==> config.mk <==
export PLATFORM = sky130hd
export DESIGN_NAME = midi_note_transmitter_flat
export DESIGN_NICKNAME = d
export VERILOG_FILES = /design/src/rtl/midi_note_transmitter_pkg.sv /design/src/rtl/midi_note_transmitter_if.sv /design/src/rtl/midi_uart_tx.sv /design/src/rtl/midi_note_transmitter.sv /design/src/flat_wrapper.sv
export SDC_FILE = /design/constraint.sdc
export NUM_CORES = 1
export LEC_CHECK = 0
export ABC_CLOCK_PERIOD_IN_PS = 2300
export BUFFER_PORTS_ARGS = -buffer_cell sky130_fd_sc_hd__buf_2
export CAP_MARGIN = 10
export CORE_MARGIN = 8
export CORE_UTILIZATION = 55
export CTS_BUF_LIST = sky130_fd_sc_hd__clkbuf_4 sky130_fd_sc_hd__clkbuf_8
export DETAILED_ROUTE_END_ITERATION = 12
export PLACE_DENSITY = 0.9
export SYNTH_ARGS = -nofsm -noshare
export SYNTH_HDL_FRONTEND = slang
export SYNTH_SLANG_ARGS = --single-unit
==> constraint.sdc <==
create_clock -name clock_50_000_000 -period 2.3 [get_ports clock_50_000_000]
set_clock_uncertainty 0.15 [all_clocks]
set_input_delay 0.46 -clock clock_50_000_000 [delete_from_list [all_inputs] [get_ports clock_50_000_000]]
set_output_delay 0.46 -clock clock_50_000_000 [all_outputs]
set_load 0.03 [all_outputs]
==> src/rtl/midi_note_transmitter_pkg.sv <==
// Shared types and constants for the outbound MIDI note path.
package midi_note_transmitter_pkg;

    typedef enum logic {
        OFF = 1'b0,
        ON  = 1'b1
    } note_status_t;

    typedef struct packed {
        note_status_t status;
        logic [7:0]   note_number;
        logic [7:0]   velocity;
    } note_change_t;

    typedef logic [7:0] midi_byte_t;

    localparam logic [3:0]  NOTE_ON_STATUS  = 4'h9;
    localparam logic [3:0]  NOTE_OFF_STATUS = 4'h8;
    localparam int unsigned MIDI_BAUD       = 31_250;

    typedef enum logic [1:0] {
        IDLE,
        SEND_STATUS,
        SEND_DATA1,
        SEND_DATA2
    } tx_state_t;

    function automatic midi_byte_t status_byte(input note_status_t s, input logic [3:0] ch);
        return {(s == ON) ? NOTE_ON_STATUS : NOTE_OFF_STATUS, ch};
    endfunction

    // Data bytes never carry bit 7; it marks status bytes on the wire.
    function automatic midi_byte_t data_byte(input logic [7:0] x);
        return x & 8'h7F;
    endfunction

endpackage

==> src/rtl/midi_note_transmitter_if.sv <==
// Valid/ready note-event channel into the MIDI transmitter.
interface midi_note_transmitter_if;
    import midi_note_transmitter_pkg::*;

    note_change_t note;
    logic         note_valid;
    logic         note_ready;

    modport master (output note, output note_valid, input  note_ready);
    modport slave  (input  note, input  note_valid, output note_ready);
endinterface

==> src/rtl/midi_uart_tx.sv <==
// 8N1 byte serialiser; a byte offered during the last stop-bit cycle starts with no gap.
module midi_uart_tx
    import midi_note_transmitter_pkg::*;
#(
    parameter int unsigned CLKS_PER_BIT = 1600
) (
    input  logic       clk,
    input  logic       rst,
    input  midi_byte_t byte_i,
    input  logic       byte_valid_i,
    output logic       byte_ready_c_o,
    output logic       done_c_o,
    output logic       tx_o
);

    localparam int unsigned    CNT_W    = (CLKS_PER_BIT > 1) ? $clog2(CLKS_PER_BIT) : 1;
    localparam logic [CNT_W-1:0] CNT_LAST = CNT_W'(CLKS_PER_BIT - 1);
    localparam logic [3:0]     STOP_IDX = 4'd9;

    logic             active_q;
    logic [CNT_W-1:0] cnt_q;
    logic [3:0]       bit_idx_q;
    logic [8:0]       shift_q;
    logic             tx_q;
    logic             last_c;
    logic             load_c;

    assign last_c         = active_q && (cnt_q == CNT_LAST) && (bit_idx_q == STOP_IDX);
    assign byte_ready_c_o = !active_q || last_c;
    assign done_c_o       = last_c;
    assign load_c         = byte_valid_i && byte_ready_c_o;
    assign tx_o           = tx_q;

    // shift_q holds {stop, d7..d0}; its LSB is the next bit to drive.
    always_ff @(posedge clk or posedge rst) begin
        if (rst) begin
            active_q  <= 1'b0;
            cnt_q     <= '0;
            bit_idx_q <= '0;
            shift_q   <= '1;
            tx_q      <= 1'b1;
        end else if (load_c) begin
            active_q  <= 1'b1;
            cnt_q     <= '0;
            bit_idx_q <= '0;
            shift_q   <= {1'b1, byte_i};
            tx_q      <= 1'b0;
        end else if (active_q) begin
            if (cnt_q == CNT_LAST) begin
                cnt_q <= '0;
                if (bit_idx_q == STOP_IDX) begin
                    active_q <= 1'b0;
                    tx_q     <= 1'b1;
                end else begin
                    tx_q      <= shift_q[0];
                    shift_q   <= {1'b1, shift_q[8:1]};
                    bit_idx_q <= bit_idx_q + 4'd1;
                end
            end else begin
                cnt_q <= cnt_q + CNT_W'(1);
            end
        end
    end

endmodule

==> src/rtl/midi_note_transmitter.sv <==
// Note event -> 3-byte Note On/Off message -> 31.25 kbaud MIDI line.
// MIDI_TX_RUNNING_STATUS_EN: omit the status byte when it repeats the last one sent.
module midi_note_transmitter
    import midi_note_transmitter_pkg::*;
#(
    parameter int unsigned CLOCK_HZ = 50_000_000,
    parameter int unsigned BAUD     = MIDI_BAUD,
    parameter int unsigned CHANNEL  = 0
) (
    input  logic                    clock_50_000_000,
    input  logic                    reset,
    midi_note_transmitter_if.slave  note_if,
    output logic                    midi_tx,
    output logic                    busy
);

    localparam int unsigned CLKS_PER_BIT = CLOCK_HZ / BAUD;
    localparam logic [3:0]  CHAN         = 4'(CHANNEL);

    tx_state_t  state_q, state_d;
    logic       note_ready_q;
    logic       busy_q;
    midi_byte_t data1_q, data2_q;

    midi_byte_t status_c;
    midi_byte_t byte_c;
    logic       byte_valid_c;
    logic       byte_ready_c;
    logic       done_c;
    logic       accept_c;
    logic       skip_c;

    assign status_c = status_byte(note_if.note.status, CHAN);
    assign accept_c = note_if.note_valid && note_ready_q && byte_ready_c;

`ifdef MIDI_TX_RUNNING_STATUS_EN
    midi_byte_t cache_q;
    logic       cache_valid_q;

    assign skip_c = cache_valid_q && (cache_q == status_c);

    // Only reset invalidates the cache; an aborted message leaves nothing to trust.
    always_ff @(posedge clock_50_000_000 or posedge reset) begin
        if (reset) begin
            cache_q       <= '0;
            cache_valid_q <= 1'b0;
        end else if (accept_c && !skip_c) begin
            cache_q       <= status_c;
            cache_valid_q <= 1'b1;
        end
    end
`else
    assign skip_c = 1'b0;
`endif

    // Next byte is handed over in the same cycle the serialiser frees up, keeping bytes contiguous.
    always_comb begin
        state_d      = state_q;
        byte_valid_c = 1'b0;
        byte_c       = '0;
        case (state_q)
            IDLE: begin
                if (accept_c) begin
                    byte_valid_c = 1'b1;
                    if (skip_c) begin
                        byte_c  = data_byte(note_if.note.note_number);
                        state_d = SEND_DATA1;
                    end else begin
                        byte_c  = status_c;
                        state_d = SEND_STATUS;
                    end
                end
            end
            SEND_STATUS: begin
                if (done_c) begin
                    byte_valid_c = 1'b1;
                    byte_c       = data1_q;
                    state_d      = SEND_DATA1;
                end
            end
            SEND_DATA1: begin
                if (done_c) begin
                    byte_valid_c = 1'b1;
                    byte_c       = data2_q;
                    state_d      = SEND_DATA2;
                end
            end
            SEND_DATA2: begin
                if (done_c) begin
                    state_d = IDLE;
                end
            end
            default: state_d = IDLE;
        endcase
    end

    // note_ready stays low through reset and rises on the first edge after release.
    always_ff @(posedge clock_50_000_000 or posedge reset) begin
        if (reset) begin
            state_q      <= IDLE;
            note_ready_q <= 1'b0;
            busy_q       <= 1'b0;
            data1_q      <= '0;
            data2_q      <= '0;
        end else begin
            state_q      <= state_d;
            note_ready_q <= (state_d == IDLE);
            busy_q       <= (state_d != IDLE);
            if (accept_c) begin
                data1_q <= data_byte(note_if.note.note_number);
                data2_q <= data_byte(note_if.note.velocity);
            end
        end
    end

    midi_uart_tx #(
        .CLKS_PER_BIT (CLKS_PER_BIT)
    ) u_uart (
        .clk            (clock_50_000_000),
        .rst            (reset),
        .byte_i         (byte_c),
        .byte_valid_i   (byte_valid_c),
        .byte_ready_c_o (byte_ready_c),
        .done_c_o       (done_c),
        .tx_o           (midi_tx)
    );

    assign note_if.note_ready = note_ready_q;
    assign busy               = busy_q;

endmodule

==> src/flat_wrapper.sv <==
// flat-port wrapper written by rule: the top's interface ports become plain ports
module midi_note_transmitter_flat import midi_note_transmitter_pkg::*;
#(
    parameter int unsigned CLOCK_HZ = 50_000_000,
    parameter int unsigned BAUD     = MIDI_BAUD,
    parameter int unsigned CHANNEL  = 0
)
  (clock_50_000_000, reset, midi_tx, busy, note_if_note, note_if_note_valid, note_if_note_ready);
  midi_note_transmitter_if note_if_i ();
  input  logic clock_50_000_000;
  input  logic reset;
  output logic midi_tx;
  output logic busy;
  input wire logic [$bits(note_if_i.note)-1:0] note_if_note;
  input wire logic [$bits(note_if_i.note_valid)-1:0] note_if_note_valid;
  output wire logic [$bits(note_if_i.note_ready)-1:0] note_if_note_ready;
  assign note_if_i.note = note_if_note;
  assign note_if_i.note_valid = note_if_note_valid;
  assign note_if_note_ready = note_if_i.note_ready;
  midi_note_transmitter #(.CLOCK_HZ(CLOCK_HZ), .BAUD(BAUD), .CHANNEL(CHANNEL)) u_core (.clock_50_000_000(clock_50_000_000), .reset(reset), .note_if(note_if_i), .midi_tx(midi_tx), .busy(busy));
endmodule
==> metrics.md <==
| Metric | Value |
|---|---|
| Status | `complete, no violations` |
| Met2 usage in global routing | `26.6%` |
| Most frequent cell after synthesis | `dfrtp_1` |
| CP max FO | `7` |
| Synthesized area | `0.00227 mm^2` |
| Vias in the first global route | `1827` |
| Worst-Skew Late Latency | `310 ps` |
| Top cells by count, synth | `34 x dfrtp_1, 26 x nand2_1, 10 x mux2_4, 10 x nor2_1` |
| Mapped Nets | `232` |
| GRT met1 Usage | `20.1%` |
| Layout cells sized above 1 | `35.6%` |
| CTS clk-pin slew, worst paths | `90 ps` |
| Max-cap violation count | `0` |
| IO Count | `23` |
| Fin Setup TNS | `0 ps` |
| Routed vias | `1768` |
| Async S/R FF share, synth | `100%` |
| Detailed-route DRC error count | `0` |
| Hold Worst Slack | `126 ps` |
| CP Capture Type | `register` |
| Hold Crit Class | `in -> async` |
| Detailed Routing Iterations Pass 1 | `4` |
| Cell row count | `23` |
| Grt met3 use | `4.69%` |
| Final wirelength | `5250 um` |
| Sequential Area | `0.00109 mm^2` |
| Share of the synthesized area in the top cell type | `37.5%` |
| Final std cells w/o fill | `303` |
| #FFs+latches synth | `43` |
| Die Width | `80.2 um` |
| Placed cell count | `293` |
| Design area | `0.00272 mm^2` |
| WL/cell | `17.3 um` |
| Crit path launch type | `register` |
| Final Wtd Congestion | `0.852` |
| CTS tree | `built` |
| Largest stage delay, worst path | `470 ps` |
| Tmin final | `2250 ps` |
| Initial Util | `56.7%` |
| Final Slew Violations | `0` |
| First-pass GRT wire length | `8490 um` |
| Fill cells | `290` |
| Die footprint | `0.00644 mm^2` |
| GRT Total Usage | `16.8%` |
| EDFF count, synth | `0` |
| Area post-placement | `0.00258 mm^2` |
| Setup slack after layout | `47.9 ps` |
| Initial antenna violation count | `0` |
| Slowest stage cell, crit path | `or4_4` |
| Crit path cell chain | `inv_1, ha_1, nand4bb_1, or4_4, nand2_2, and3_4, clkbuf_16, mux2_4` |
| Core area | `0.00400 mm^2` |
| Largest net degree at the start of global routing | `44` |
| Vias per cell | `5.83` |
| Post-DP HPWL | `3600 um` |
| Max Clock Freq | `444 MHz` |
| Slew HR | `64.5%` |
| Port Buf Inserts | `20` |
| Biggest area consumer among synthesized cells | `dfrtp_1` |
| Clock Path Buffers | `2` |
| Top_reg_cell synth | `dfrtp_1` |
| Grt total ovfl | `0` |
| Yosys warns | `0` |
| Fin nets | `279` |
| Die Y | `80.2 um` |
| Area of the multi-input gates | `0.00111 mm^2` |
| Critical setup path kind | `reg -> reg` |
| Place WS | `21.9 ps` |
| Top area cells in the synthesized netlist | `dfrtp_1 38%, dfstp_2 10%, mux2_4 6.6%, nand2_1 4.3%, ha_1 3.9%` |
| Mapped Avg Cell Area | `11.1 um^2` |
| Final Cycle Share | `97.9%` |
| Netlist cell types | `55` |
| GR peak layer | `met2` |
| WP data arrival | `2290 ps` |
| Register area share after synthesis | `47.9%` |
| Slew @ Worst Pin | `532 ps` |
| First DRT Iteration DRCs | `192` |
| # setup viols final | `0` |
| Root Driver | `clkbuf_8` |
| ANT nets after route | `0` |
| Cell Pwr Density | `470 mW/mm^2` |
| Area Growth Syn to Fin | `19.9%` |
| Cells after Synth | `205` |
| Inserted Clock Buffers | `5` |
| Htree depth | `2` |
| Ant. Diodes | `0` |
| Req. time, crit path | `2340 ps` |
| Pleak | `1.29 nW` |
| Clock Sinks | `43` |
| Final Hold Vio Count | `0` |
| Peak supply drop | `0.000401 V` |
## flip-flops by register name (all words and copies together) (netlist names)
register	cells
u_core.u_uart.active_q	1
u_core.u_uart.bit_idx_q	4
u_core.note_if.note_ready	1
u_core.u_uart.shift_q	8
u_core.data2_q	7
u_core.busy	1
u_core.u_uart.cnt_q	11
u_core.u_uart.tx_o	1
u_core.data1_q	7
u_core.state_q	2
## metrics by stage
step                power, mW  utilization, %
CTS                      1.28            66.8
global route             1.32            68.0
finish                   1.28            68.0
global placement        0.801            64.5
floorplan               0.782               -
detailed placement      0.802            64.5
## worst max-delay path: cells and delay by family, from the launching register on
| family | cells | cell delay [ps] |
|---|---|---|
| multiplexers | 1 | 310 |
| buffers and inverters | 2 | 220 |
| flip-flops | 1 | 390 |
| adder cells (fa/ha/maj) | 1 | 160 |
| AND/OR/NAND/NOR | 4 | 910 |
## layer usage
layer	wire length, um	vias up
met5	0	-
met4	153	0
met3	269	13
met2	2620	59
met1	2210	857
li1	-	839
## worst paths after layout
kind,startpoint,to,slack (ps),cells past startpoint
worst max-delay path,u_core.u_uart.bit_idx_q[1]$_DFFE_PP0P_,u_core.data2_q[5]$_DFFE_PP0P_,50,8
worst min-delay path,reset,u_core.u_uart.bit_idx_q[2]$_DFFE_PP0P_,130,3
worst max register to register,u_core.u_uart.bit_idx_q[1]$_DFFE_PP0P_,u_core.data2_q[5]$_DFFE_PP0P_,50,8
worst min register to register,u_core.u_uart.shift_q[2]$_DFFE_PP1P_,u_core.u_uart.shift_q[2]$_DFFE_PP1P_,310,2
max in group asynchronous,reset,u_core.u_uart.shift_q[6]$_DFFE_PP1P_,1490,3
min in group clock_50_000_000,note_if_note[11],u_core.data1_q[3]$_DFFE_PP0P_,230,2
## what timing repair did
action,CTS,global route
setup buffers,0,1
pin swaps,0,1
cloned,0,1
resized for setup,1,3
hold buffers,0,0
setup endpoints to repair,1,13
## power breakdown
group	switching (mW)	leakage, nW	internal, mW	total [mW]
combinational	0.0191	0.708	0.0118	0.0309
sequential	0	0.538	0.756	0.756
clock	0.268	0.0446	0.224	0.492
total	0.287	1.29	0.992	1.28
## cell usage in the layout, fill, tap and decap left out, types with 4 or more instances in the layout
master	instances
o21ai_0	9
nor2_1	10
a22o_1	6
dfrtp_1	34
xor2_1	6
buf_4	25
nand4_1	6
nand2_1	25
mux2_2	4
clkbuf_8	5
a21oi_1	6
inv_1	8
dfstp_2	9
buf_2	20
ha_1	7
mux2_4	10
a32oi_1	6
and3_1	4
## area by class of cell
cell class	instances	area share, %
clock inverter	2	0.460
timing repair buffer	47	12.2
tap	50	2.30
inverter	9	1.24
clock buffer	6	2.81
sequential	43	40.0
multi-input combinational	146	41.0
## cells by family (layout without fill, tap and decap cells)
family	after synthesis	in the layout	synth area share [%]
buf+inv	16	64	3.75
compound gates	46	46	14.7
fa+ha+maj	7	7	3.86
simple gates	72	72	18.4
mux	15	15	9.05
xor+xnor	6	6	2.32
flops	43	43	47.9
Note: power is estimated with default switching activity, not from simulation.
